### src/rtl/dpram_stream_reader.sv
`default_nettype none
// ============================================================================
//  Module      : dpram_stream_reader
//  Description : Read-side sequencer for a dpram_wrapper port B. Issues
//                consecutive reads, absorbs the fixed N_DELAY read latency
//                and presents the returned words as a valid/ready stream
//                through a credit-controlled skid FIFO.
//  Revision    : 1.0 - initial release
// ============================================================================
module dpram_stream_reader #(
    parameter int DW      = 32,
    parameter int AW      = 16,
    parameter int N_DELAY = 1
) (
    input  logic          clk,
    input  logic          rst,
    input  logic          start,
    input  logic [AW-1:0] base_addr,
    input  logic [AW:0]   num_words,
    output logic          busy,
    output logic          done,
    output logic          enb,
    output logic [AW-1:0] addrb,
    input  logic [DW-1:0] dob,
    output logic          m_valid,
    input  logic          m_ready,
    output logic [DW-1:0] m_data
);

    // Skid FIFO must cover every read that can be in flight plus the head
    // word and one word of slack so the stream never bubbles.
    localparam int FIFO_DEPTH = N_DELAY + 2;
    localparam int PW         = $clog2(FIFO_DEPTH);
    localparam int CW         = $clog2(FIFO_DEPTH + 1);

    localparam logic [CW:0]   DEPTH_C  = (CW + 1)'(FIFO_DEPTH);
    localparam logic [PW-1:0] PTR_LAST = PW'(FIFO_DEPTH - 1);

    typedef enum logic [1:0] {
        S_IDLE  = 2'd0,
        S_RUN   = 2'd1,
        S_DRAIN = 2'd2,
        S_DONE  = 2'd3
    } state_t;

    state_t              state_q, state_d;
    logic [AW-1:0]       addr_q, addr_d;        // next address to issue
    logic [AW-1:0]       addrb_q, addrb_d;      // last issued address (held)
    logic [AW:0]         remaining_q, remaining_d;
    logic [N_DELAY-1:0]  tag_q;                 // one bit per pipeline stage
    logic [CW-1:0]       inflight_q, inflight_d;
    logic [CW-1:0]       fifo_cnt_q, fifo_cnt_d;
    logic [PW-1:0]       wr_ptr_q, wr_ptr_d;
    logic [PW-1:0]       rd_ptr_q, rd_ptr_d;
    logic [DW-1:0]       fifo_mem_q [FIFO_DEPTH];

    logic issue;
    logic push;
    logic pop;
    logic credit_ok;

    // Issue decision, FIFO handshakes and occupancy bookkeeping.
    always_comb begin
        push       = tag_q[N_DELAY-1];
        pop        = (fifo_cnt_q != '0) && m_ready;
        // Credit counts reads still in the pipe as already occupying the FIFO.
        credit_ok  = ({1'b0, inflight_q} + {1'b0, fifo_cnt_q}) < DEPTH_C;
        issue      = (state_q == S_RUN) && (remaining_q != '0) && credit_ok;
        inflight_d = inflight_q + CW'(issue) - CW'(push);
        fifo_cnt_d = fifo_cnt_q + CW'(push) - CW'(pop);
        wr_ptr_d   = wr_ptr_q;
        rd_ptr_d   = rd_ptr_q;
        if (push) begin
            wr_ptr_d = (wr_ptr_q == PTR_LAST) ? '0 : wr_ptr_q + PW'(1);
        end
        if (pop) begin
            rd_ptr_d = (rd_ptr_q == PTR_LAST) ? '0 : rd_ptr_q + PW'(1);
        end
    end

    // Next-state logic and job address/length tracking.
    always_comb begin
        state_d     = state_q;
        addr_d      = addr_q;
        remaining_d = remaining_q;
        addrb_d     = addrb_q;
        case (state_q)
            S_IDLE: begin
                if (start) begin
                    addr_d      = base_addr;
                    remaining_d = num_words;
                    state_d     = (num_words == '0) ? S_DONE : S_RUN;
                end
            end
            S_RUN: begin
                if (issue) begin
                    addrb_d     = addr_q;
                    addr_d      = addr_q + AW'(1);
                    remaining_d = remaining_q - (AW + 1)'(1);
                    if (remaining_q == (AW + 1)'(1)) begin
                        state_d = S_DRAIN;
                    end
                end
            end
            S_DRAIN: begin
                // Look at next-cycle occupancy so done lands right after the
                // final handshake rather than one cycle later.
                if ((inflight_d == '0) && (fifo_cnt_d == '0)) begin
                    state_d = S_DONE;
                end
            end
            S_DONE: begin
                state_d = S_IDLE;
            end
            default: begin
                state_d = S_IDLE;
            end
        endcase
    end

    assign busy    = (state_q == S_RUN) || (state_q == S_DRAIN);
    assign enb     = busy;
    assign done    = (state_q == S_DONE);
    assign addrb   = issue ? addr_q : addrb_q;
    assign m_valid = (fifo_cnt_q != '0);
    assign m_data  = fifo_mem_q[rd_ptr_q];

    // Control state registers.
    always_ff @(posedge clk or posedge rst) begin
        if (rst) begin
            state_q     <= S_IDLE;
            addr_q      <= '0;
            addrb_q     <= '0;
            remaining_q <= '0;
            inflight_q  <= '0;
            fifo_cnt_q  <= '0;
            wr_ptr_q    <= '0;
            rd_ptr_q    <= '0;
        end else begin
            state_q     <= state_d;
            addr_q      <= addr_d;
            addrb_q     <= addrb_d;
            remaining_q <= remaining_d;
            inflight_q  <= inflight_d;
            fifo_cnt_q  <= fifo_cnt_d;
            wr_ptr_q    <= wr_ptr_d;
            rd_ptr_q    <= rd_ptr_d;
        end
    end

    // Issue tags track the RAM pipeline; the last stage marks a valid dob.
    always_ff @(posedge clk or posedge rst) begin
        if (rst) begin
            tag_q <= '0;
        end else begin
            tag_q[0] <= issue;
            for (int i = 1; i < N_DELAY; i++) begin
                tag_q[i] <= tag_q[i-1];
            end
        end
    end

    // Skid FIFO storage, cleared on reset so the idle head reads zero.
    always_ff @(posedge clk or posedge rst) begin
        if (rst) begin
            for (int i = 0; i < FIFO_DEPTH; i++) begin
                fifo_mem_q[i] <= '0;
            end
        end else if (push) begin
            fifo_mem_q[wr_ptr_q] <= dob;
        end
    end

endmodule
`default_nettype wire
### config.mk
export PLATFORM = sky130hd
export DESIGN_NAME = dpram_stream_reader
export DESIGN_NICKNAME = d
export VERILOG_FILES = /design/src/rtl/dpram_stream_reader.sv
export SDC_FILE = /design/constraint.sdc
export NUM_CORES = 1
export LEC_CHECK = 0
export BUFFER_PORTS_ARGS = -buffer_cell sky130_fd_sc_hd__buf_4
export CELL_PAD_IN_SITES_DETAIL_PLACEMENT = 0
export CELL_PAD_IN_SITES_GLOBAL_PLACEMENT = 2
export CORE_MARGIN = 5
export CORE_UTILIZATION = 40
export DETAILED_ROUTE_END_ITERATION = 8
export PLACE_DENSITY_LB_ADDON = 0.08
export SETUP_SLACK_MARGIN = 0.4
export SLEW_MARGIN = 15
export SYNTH_ARGS = -nofsm -noshare
export SYNTH_HDL_FRONTEND = slang
export SYNTH_SLANG_ARGS = --single-unit
### constraint.sdc
create_clock -name clk -period 7.45 [get_ports clk]
set_input_delay 0.745 -clock clk [delete_from_list [all_inputs] [get_ports clk]]
set_output_delay 0.745 -clock clk [all_outputs]
set_load 0.05 [all_outputs]
==> results of run 1 <==
## routing by layer
metal  track usage (%)  share of wire (%)  vias up
li1                  -                  -     2958
met1              24.3                 42     3143
met2              34.4                 52      128
met3              3.18                3.9       25
met4              6.21                1.8        0
met5                 0                  0        -
## layout by cell type, fill, tap and decap left out, types with 3 or more instances in the layout
| cell type | n |
|---|---|
| dfrtp_1 | 155 |
| buf_4 | 128 |
| nand2_1 | 107 |
| mux2_2 | 96 |
| o21ai_0 | 55 |
| mux2i_1 | 36 |
| nor2_1 | 33 |
| a21oi_1 | 29 |
| nand3_1 | 21 |
| inv_1 | 20 |
| clkbuf_16 | 17 |
| nor3_1 | 14 |
| ha_1 | 14 |
| o22ai_1 | 13 |
| nand4_1 | 9 |
| nor4_1 | 8 |
| nand2b_1 | 8 |
| a311oi_1 | 7 |
| and3_1 | 6 |
| o211ai_1 | 6 |
| nor2b_1 | 6 |
| a211oi_1 | 5 |
| a21o_1 | 5 |
| o22a_1 | 5 |
| inv_8 | 5 |
| xnor2_1 | 4 |
| o311ai_0 | 4 |
| inv_6 | 4 |
| nor3_2 | 3 |
| bufinv_16 | 3 |
## worst paths after layout
kind                                                    end  slack (ns)  cells past startpoint
worst max register to register       state_q[1]$_DFFE_PP0P_        3.68                     14
worst min register to register      addrb_q[11]$_DFFE_PP0N_        0.47                      2
min in group asynchronous       remaining_q[10]$_DFFE_PP0P_        0.48                      2
worst max-delay path                               addrb[1]        3.12                     11
worst min-delay path                addrb_q[11]$_DFFE_PP0N_        0.47                      2
max in group asynchronous       remaining_q[15]$_DFFE_PP0P_        5.53                      3
## stage by stage
stage	hold WS, ns	instance area (µm²)	utilization [%]
after detailed placement	0.459	9110	46.5
after CTS	0.477	9740	49.7
after floorplan	0.439	8010	-
final	0.474	9740	49.7
after global placement	0.454	9110	46.5
after global routing	0.491	9740	49.7
## Yosys cell counts, types with 7 or more instances
cell type / number
nor2_1: 33
nand3_1: 22
ha_1: 14
mux2i_1: 36
nor4_1: 8
inv_1: 21
a21oi_1: 29
nand2b_1: 8
o21ai_0: 55
dfrtp_1: 156
buf_2: 9
o22ai_1: 13
nor2b_1: 7
clkbuf_1: 26
nor3_1: 15
mux2_2: 96
nand2_1: 107
nand4_1: 9
a311oi_1: 7
## critical path: cells and delay by family, from the launching register on
family                     cells  cell delay (ns)
buffers and inverters          6             1.92
and+or+nand+nor                3             0.52
DFF                            1             0.41
adders and majority gates      1             0.16
AOI/OAI and AO/OA              1             0.10
## sequential cells by signal, indices dropped and copies added (netlist names)
register     flops
fifo_mem_q      96
remaining_q     17
addr_q          16
addrb_q         16
fifo_cnt_q       2
inflight_q       2
rd_ptr_q         2
state_q          2
wr_ptr_q         2
push             1
## layout make-up
class | instances | area (µm²)
tap | 265 | 332
multi-input combinational | 541 | 3820
clock inverter | 14 | 196
inverter | 22 | 87.6
clock buffer | 18 | 439
sequential | 156 | 3910
timing repair buffer | 128 | 961
fill | 1815 | 9850
## logic make-up (layout without fill, tap and decap cells)
kind of cell	count (synthesis)	in the layout	share of synthesized area [%]
AND/OR/NAND/NOR	238	238	14.5
flip-flops	156	156	48.8
AO/OA/AOI/OAI	151	151	12.0
multiplexers	133	133	18.1
buffers and inverters	69	182	3.64
adder cells (fa/ha/maj)	15	15	2.44
XOR/XNOR	4	4	0.438
==> results.yml, run 1 <==
critical_path:
  critPathMaxFanout: 50
  cp.required_ns: 6.70
  critPathLaunch: "state_q[1]$_DFFE_PP0P_"
  worstSetupPathType: "reg2out"
  r2r-start: "state_q[1]$_DFFE_PP0P_"
  cpPeakStageDelay_ns: 0.52
  start_kind: "flop"
  crit_path_end_kind: "primary output"
  cpMaxStageDelayCell: "inv_1"
  worstPathArrival_ns: 3.59
  cp_cell_sequence: "inv_1, ha_1, buf_4, inv_1, nor2_1, o21ai_2, buf_4, inv_1, nand2_1, nand2_1, buf_4"
worst_hold_path:
  hp-class: "reg2reg"
  worstHoldStart: "addrb_q[11]$_DFFE_PP0N_"
logic_synthesis:
  yosys.cell_types.count: 69
  synthTopCellsByArea: "dfrtp_1 (49%), mux2_2 (14%), nand2_1 (5.0%), mux2i_1 (4.5%), o21ai_0 (3.4%)"
  seq_area_frac_synth_pct: 48.8
  yosys.area.top_type: "dfrtp_1"
  synth_edf_count: 0
  postSynthCellCount: 766
  synth_ff_type: "dfrtp_1"
  ys_ff_latch: 156
  async_flop_share_pct: 100
  synth_top_cell_area_share_pct: 48.8
  synth.cell_area_um2: 8010
  yosysWarnings: 0
  synth_area_per_cell_um2: 10.5
  syn-num-nets: 850
sta:
  slew_headroom_pct: 23.5
  slew_viol_final: 0
  clock_skew_ns: 0.0137
  finalCriticalPeriod_ns: 4.33
  fmax_mhz: 231
  final.setup.worst_slack_ns: 3.12
  finalSetupViolCount: 0
  hold_viol: 0
  rsz0062_at_grt: "false"
  setup_tns_ns: 0
  timing.final.crit_share_pct: 58.2
  worstMarginPinSlew_ns: 1.15
global_routing:
  antenna_found_initial: 0
  grt_pass1_wl_um: 35000
  first_global_vias: 6570
  grt_usage_pct: 19.5
  grt_max_degree: 86
  overflow: 0
final_layout:
  drive_above_1_share_pct: 31.6
  insertedDiodeCount: 0
  nets: 950
  instances_no_fill: 1144
  syn2layout_area_growth_pct: 21.7
clocking:
  clock_latency_ns: 0.43
  cts-htree-levels: 4
  ctsHoldBuffers: 0
  cts_num_sinks: 156
  post_cts_buffers: 0
  cts_inserted_buffers: 17
  cts_tree: "yes"
  cts.path.max_buffers: 2
  root_buffer: "clkbuf_16"
  cts-resized-gates: 0
  clk_pin_slew_ns: 0.07
route:
  drt_wl_total_um: 21500
  antenna_left: 0
  vias_per_cell: 5.47
  avgRoutedWirePerCell_um: 18.8
  drc: 0
  drt_iter0_drc: 350
  first_pass_iters: 4
  vias: 6254
floorplan:
  chipHeight_um: 151
  start_util_pct: 40.9
  die_w_um: 151
  io_pins: 121
  coreArea_um2: 19600
  dieArea_um2: 22900
  row_count: 51
place:
  place_hpwl_um: 14700
  io_buffer_count: 120
  gp_congestion: 0.835
  place_ws_ns: 3.57
  place_inst: 1112
outcome:
  outcome: "finished clean"
job:
  maxCapViolCount: 0
Power of run 1 is left out: the tool's default activity adds up to more than one toggle a clock period on the data nets, which glitch-free logic cannot reach.
==> inputs of run 2 (changes only) <==
--- a/config.mk
+++ b/config.mk
@@ -5,11 +5,12 @@
 export SDC_FILE = /design/constraint.sdc
 export NUM_CORES = 1
 export LEC_CHECK = 0
+export ABC_AREA = 1
 export BUFFER_PORTS_ARGS = -buffer_cell sky130_fd_sc_hd__buf_4
 export CELL_PAD_IN_SITES_DETAIL_PLACEMENT = 0
 export CELL_PAD_IN_SITES_GLOBAL_PLACEMENT = 2
 export CORE_MARGIN = 5
-export CORE_UTILIZATION = 40
+export CORE_UTILIZATION = 33
 export DETAILED_ROUTE_END_ITERATION = 8
 export PLACE_DENSITY_LB_ADDON = 0.08
 export SETUP_SLACK_MARGIN = 0.4
==> constraint.sdc (replaced) <==
create_clock -name clk -period 4.4 [get_ports clk]
set_input_delay 0.44 -clock clk [delete_from_list [all_inputs] [get_ports clk]]
set_output_delay 0.44 -clock clk [all_outputs]
set_load 0.05 [all_outputs]
==> run 2 against run 1 <==
Effect of this change:
- global-route usage fell by 3.0 points
- highest routed layer unchanged
- sequential share of layout area barely moved
- synthesized cell count rose by 40%
- clock-buffer cell count fell by 1
- clock skew barely moved
- via count rose by 8.9%
- wire length rose by 1.1%
- critical path depth rose by 6
- die area rose by 19%
- flip-flop and latch count did not move
- worst setup slack got worse by 1.8 ns
- register-to-register slack got worse by 2.4 ns
==> results.yml, run 2 <==
outcome:
  outcome: "finished clean"
final_layout:
  nFillCells: 2530
  register_area_um2: 3900
  largest_reg_flops: 96
  final_cell_mix: "nand2_1 (419), dfrtp_1 (156), o21ai_0 (140)"
  drive_above_1_share_pct: 15.7
  top_register: "fifo_mem_q"
  multiInputGateArea_um2: 3490
  layout_commonest_cell: "nand2_1"
  reg_top3: "fifo_mem_q x96, remaining_q x17"
  insertedDiodeCount: 0
  syn2layout_area_growth_pct: 22.2
  nets: 1252
global_routing:
  antenna_found_initial: 0
  overflow: 0
  grt_usage_pct: 16.5
  first_global_vias: 6788
  grt_pass1_wl_um: 35600
  grt_max_degree: 157
power:
  comb_power_share_pct: 54.7
  power_per_cell_area_nw_per_um2: 931
  peakVddDrop_v: 0.000396
  p_sw_share_pct: 50.7
  power.net_switching_mw: 4.60
  clockPowerShare_pct: 16.8
  seq_power_share_pct: 28.6
  p_int_mw: 4.47
  leakage_nw: 5.12
logic_synthesis:
  synthTopCellsByCount: "nand2_1 (419), dfrtp_1 (156), o21ai_0 (140)"
  synthTopCellsByArea: "dfrtp_1 (49%), nand2_1 (20%), o21ai_0 (8.8%), nand3_1 (7.0%), inv_1 (4.5%)"
  synth.cell_area_um2: 7980
  yosys.area.top_type: "dfrtp_1"
  synth_top_cell_area_share_pct: 48.9
  async_flop_share_pct: 100
  synth_ff_type: "dfrtp_1"
  synth_edf_count: 0
  yosysWarnings: 0
  synth_area_per_cell_um2: 7.45
  ys_ff_latch: 156
  synth_most_common_cell: "nand2_1"
  seq_area_frac_synth_pct: 48.9
  postSynthCellCount: 1071
  yosys.cell_types.count: 33
  syn-num-nets: 1155
clocking:
  cts_num_sinks: 156
  root_buffer: "clkbuf_16"
  cts_tree: "yes"
  post_cts_buffers: 0
  ctsHoldBuffers: 0
  clock_latency_ns: 0.42
  clk_pin_slew_ns: 0.07
  cts-htree-levels: 4
  cts_inserted_buffers: 17
  cts-resized-gates: 0
  cts.path.max_buffers: 2
sta:
  clock_skew_ns: 0.0138
  worstMarginPinSlew_ns: 0.878
  finalSetupViolCount: 0
  rsz0062_at_grt: "false"
  setup_tns_ns: 0
  slew_viol_final: 0
  timing.final.crit_share_pct: 70.6
  fmax_mhz: 322
  finalCriticalPeriod_ns: 3.11
  slew_headroom_pct: 41.5
  hold_ws_ns: 0.271
  hold_viol: 0
place:
  io_buffer_count: 120
  place_hpwl_um: 13900
  gp_congestion: 0.722
route:
  drt_iter0_drc: 392
  first_pass_iters: 5
  drc: 0
  avgRoutedWirePerCell_um: 14.5
  antenna_left: 0
  drt_wl_total_um: 21800
  vias: 6812
  vias_per_cell: 4.54
floorplan:
  start_util_pct: 33.8
  chipHeight_um: 165
  die_w_um: 165
  dieArea_um2: 27400
  row_count: 56
  io_pins: 121
  coreArea_um2: 23600
critical_path:
  cp_top_family: "adder cells"
  cp.required_ns: 4.70
  worstSetupPathType: "reg2reg"
  cp_cell_sequence: "ha_1, fa_1, a211oi_4, nand2_4, ha_1, inv_1, ha_1, inv_1, nand2_1, nand2_1, nand2_1, nand2_1, nand3_1, nand2_1, nand2_1, o21bai_1, nand2_1"
  start_kind: "flop"
  cpMaxStageDelayCell: "fa_1"
  worstPathArrival_ns: 3.41
  critPathMaxFanout: 43
  cpPeakStageDelay_ns: 0.49
  crit_path_end_kind: "flop"
  path_buf_inv: 2
  cp_common_cell: "nand2_1"
job:
  maxCapViolCount: 0
worst_hold_path:
  hp-class: "in2async"
-- run 2: cell types whose count changed in the layout (fill, tap and decap cells not counted), moves of 8 or more --
cell,previous run,this run
nand2_1,107,419
mux2_2,96,0
nand3_1,21,108
o21ai_0,55,140
inv_1,20,94
mux2i_1,36,0
a21oi_1,29,2
o22ai_1,13,0
nor2_1,33,43
nor3_1,14,4
nand2b_1,8,0
nand4_1,9,1
or2_2,1,9
-- run 2: kinds of logic after synthesis --
logic type               after synthesis  synth area share (%)
AND/OR/NAND/NOR                      599                  31.1
XOR/XNOR                               2                 0.220
flip-flops                           156                  48.9
adder cells (fa/ha/maj)               15                  2.45
AO/OA/AOI/OAI                        150                  9.79
buffers and inverters                149                  7.53
-- run 2: area by class of cell --
type,count,share of cell area (%)
clock inverters,14,1.80
multi-input cells,766,35.8
flip-flops and latches,156,40.0
inverters,98,3.84
clock buffers,17,4.36
well taps,319,4.09
repair buffers,129,10.1
-- run 2: power by group through the flow --
stage / clock network [mW] / registers (mW) / logic, mW
floorplan: 0 / 2.50 / 3.76
global placement: 0 / 2.62 / 5.01
detailed placement: 0 / 2.62 / 5.05
CTS: 1.57 / 2.60 / 5.06
global route: 1.64 / 2.70 / 5.51
finish: 1.52 / 2.59 / 4.96
-- run 2: path summary, 6_finish.rpt --
| kind | from | end | slack, ns | cells after the start |
|---|---|---|---|---|
| max reg2reg | inflight_q[0]$_DFF_PP0_ | state_q[0]$_DFFE_PP0P_ | 1.29 | 17 |
| min in group clk | m_ready | rd_ptr_q[0]$_DFFE_PP0P_ | 0.30 | 4 |
| min reg2reg | remaining_q[1]$_DFFE_PP0P_ | remaining_q[1]$_DFFE_PP0P_ | 0.47 | 2 |
| max in group asynchronous | rst | fifo_mem_q[44]$_DFFE_PP0P_ | 3.48 | 3 |
| min | rst | fifo_mem_q[23]$_DFFE_PP0P_ | 0.27 | 3 |
| max | inflight_q[0]$_DFF_PP0_ | state_q[0]$_DFFE_PP0P_ | 1.29 | 17 |
-- run 2: metal layers --
metal / global-route usage [%] / part of all wire [%] / vias to the layer above
met5: 0 / 0 / -
met4: 3.49 / 0.62 / 0
met3: 3.15 / 3.7 / 7
met2: 29.0 / 50 / 98
met1: 21.1 / 46 / 3135
li1: - / - / 3572
-- run 2: through the flow --
| stage | power (mW) | std cells | area, µm² | util [%] | worst slack [ns] |
|---|---|---|---|---|---|
| final | 9.08 | 1499 | 9750 | 41.3 | 1.29 |
| after global routing | 9.84 | 1499 | 9750 | 41.3 | 1.05 |
| after CTS | 9.23 | 1499 | 9750 | 41.3 | 1.27 |
| after detailed placement | 7.67 | 1468 | 9150 | 38.8 | 1.33 |
| after global placement | 7.62 | 1468 | 9150 | 38.8 | 1.39 |
| after floorplan | 6.25 | 1071 | 7980 | - | 1.30 |
-- run 2: worst register-to-register path, delay by kind of cell, from the launching register on --
| family | cells | cell delay [ns] |
|---|---|---|
| AOI/OAI and AO/OA | 2 | 0.42 |
| and+or+nand+nor | 9 | 0.84 |
| DFF | 1 | 0.39 |
| buffers and inverters | 2 | 0.09 |
| adders and majority gates | 4 | 1.27 |
(Power assumes the default switching activity.)
==> inputs of run 3 (changes only) <==
==> constraint.sdc (replaced) <==
create_clock -name clk -period 3.05 [get_ports clk]
set_input_delay 0.305 -clock clk [delete_from_list [all_inputs] [get_ports clk]]
set_output_delay 0.305 -clock clk [all_outputs]
set_load 0.05 [all_outputs]
==> run 3 against run 2 <==
Effect of this change:
- die area did not move
- sequential power rose by 46%
- global-route usage rose by 0.10 points
- critical path type is now reg2out
- critical endpoint is now addrb[10]
- largest cell class unchanged
- largest power group unchanged
- highest routed layer unchanged
==> results.yml, run 3 (synthesized netlist as in run 2, its figures left out) <==
sta:
  slew_headroom_pct: 38.6
  rsz0062_at_grt: "true"
  finalSetupViolCount: 0
  hold_viol: 0
  slew_viol_final: 0
  finalCriticalPeriod_ns: 2.77
  setup_tns_ns: 0
  worstMarginPinSlew_ns: 0.920
  timing.final.crit_share_pct: 90.7
  clock_skew_ns: 0.0184
  fmax_mhz: 362
route:
  antenna_left: 0
  vias: 6915
  drt_wl_total_um: 22000
  first_pass_iters: 4
  vias_per_cell: 4.56
  drc: 0
  drt_iter0_drc: 378
  avgRoutedWirePerCell_um: 14.5
critical_path:
  worstPathArrival_ns: 2.46
  start_kind: "flop"
  r2r-start: "inflight_q[0]$_DFF_PP0_"
  critPathMaxFanout: 6
  cp.required_ns: 2.74
  cp_cell_sequence: "ha_2, fa_1, a211oi_4, nand2_4, buf_12, clkbuf_16, nand2_1, o21ai_1, buf_6"
  ff2ff_setup_slack_ns: 0.37
  cpPeakStageDelay_ns: 0.49
  crit_path_end_kind: "primary output"
  worstSetupPathType: "reg2out"
  ff2ff_path_depth: 17
  r2r_end: "state_q[1]$_DFFE_PP0P_"
  cpMaxStageDelayCell: "fa_1"
  path_buf_inv: 3
  cp_top_family: "adder cells"
global_routing:
  grt_usage_pct: 16.6
  met1_usage_pct: 21.8
  antenna_found_initial: 0
  globalRouteMet2Util_pct: 28.4
  met3_usage_pct: 3.43
  overflow: 0
  top_usage_layer: "met2"
  first_global_vias: 6895
  grt_max_degree: 157
  grt_pass1_wl_um: 35700
clocking:
  cts_inserted_buffers: 17
  clk_pin_slew_ns: 0.08
  cts-htree-levels: 4
  clock_latency_ns: 0.43
  cts_tree: "yes"
  root_buffer: "clkbuf_16"
  cts_num_sinks: 156
  cts.path.max_buffers: 2
  ctsHoldBuffers: 0
final_layout:
  nets: 1269
  final_cell_mix: "nand2_1 (416), dfrtp_1 (156), o21ai_0 (132)"
  syn2layout_area_growth_pct: 25.8
  largest_reg_flops: 96
  drive_above_1_share_pct: 17.9
  top_register: "fifo_mem_q"
  instances_no_fill: 1517
  layout_commonest_cell: "nand2_1"
  insertedDiodeCount: 0
  reg_top3: "fifo_mem_q x96, remaining_q x17"
  utilization_pct: 42.5
floorplan:
  dieArea_um2: 27400
  die_w_um: 165
  chipHeight_um: 165
  io_pins: 121
  start_util_pct: 33.8
  coreArea_um2: 23600
  row_count: 56
worst_hold_path:
  hp-class: "in2async"
place:
  gp_congestion: 0.730
  place_inst: 1476
  place_hpwl_um: 14400
  io_buffer_count: 120
power:
  leakage_nw: 5.24
  peakVddDrop_v: 0.000741
  power_per_cell_area_nw_per_um2: 1360
outcome:
  outcome: "finished clean"
job:
  maxCapViolCount: 0
run 3: cell types whose count changed in the layout (fill, tap and decap cells not counted), moves of 2 or more:
cell,change
buf_12,+3
buf_6,+14
ha_1,-3
ha_4,+2
inv_1,-3
inv_2,+3
inv_8,+3
nand2_1,-3
nand2_2,+3
o21ai_0,-8
o21ai_1,+7
run 3: worst max path at each step:
stage / from / end / slack, ns / cells after the start
after floorplan: inflight_q[0]$_DFF_PP0_ / addrb[10] / 0.1 / 6
after global placement: fifo_cnt_q[0]$_DFF_PP0_ / state_q[0]$_DFFE_PP0P_ / 0.39 / 17
after detailed placement: fifo_cnt_q[0]$_DFF_PP0_ / state_q[1]$_DFFE_PP0P_ / 0.34 / 17
after CTS: inflight_q[0]$_DFF_PP0_ / addrb[1] / 0.30 / 9
after global routing: inflight_q[0]$_DFF_PP0_ / addrb[1] / 0.18 / 9
final: inflight_q[0]$_DFF_PP0_ / addrb[10] / 0.28 / 9
run 3: metrics by stage:
step           hold WS [ns]  cell area, µm²  setup WS [ns]  power [mW]
3_3_place_gp          0.456            9230          0.392        11.1
6_report             0.0697           10000          0.285        13.6
3_5_place_dp          0.462            9230          0.341        11.2
2_1_floorplan         0.442            7990         0.0986        9.04
5_1_grt               0.163           10000          0.179        14.8
4_1_cts               0.133            9900          0.300        13.6
run 3: worst register-to-register path, delay by kind of cell (launching register included):
family | cells | cell delay (ns)
adder cells (fa/ha/maj) | 4 | 1.11
AND/OR/NAND/NOR | 9 | 0.59
buffers and inverters | 2 | 0.08
flip-flops | 1 | 0.38
AO/OA/AOI/OAI | 2 | 0.42
run 3: layer usage:
| layer | up-vias | routed length, µm |
|---|---|---|
| li1 | 3609 | - |
| met4 | 0 | 161 |
| met3 | 8 | 680 |
| met1 | 3204 | 10600 |
| met5 | - | 0 |
| met2 | 94 | 10600 |
run 3: area by class of cell:
class                           count  area [µm²]
Clock buffer                       18         429
Multi-Input combinational cell    766        3540
Timing Repair Buffer              146        1220
Fill cell                        2509       13600
Sequential cell                   156        3900
Inverter                           98         374
Tap cell                          319         399
Clock inverter                     14         170
run 3: report_power, final:
part           leakage, nW  total, mW  internal (mW)  switching [mW]
clock                0.291       2.18           1.18            1.00
sequential            1.90       3.77           3.09           0.679
combinational         3.04       7.66           2.51            5.15
run 3: timing repair:
action,4_1_cts,5_1_grt
setup endpoints to repair,18,18
cloned,0,3
pin swaps,1,2
gates resized for setup,19,13
buffers inserted,3,3
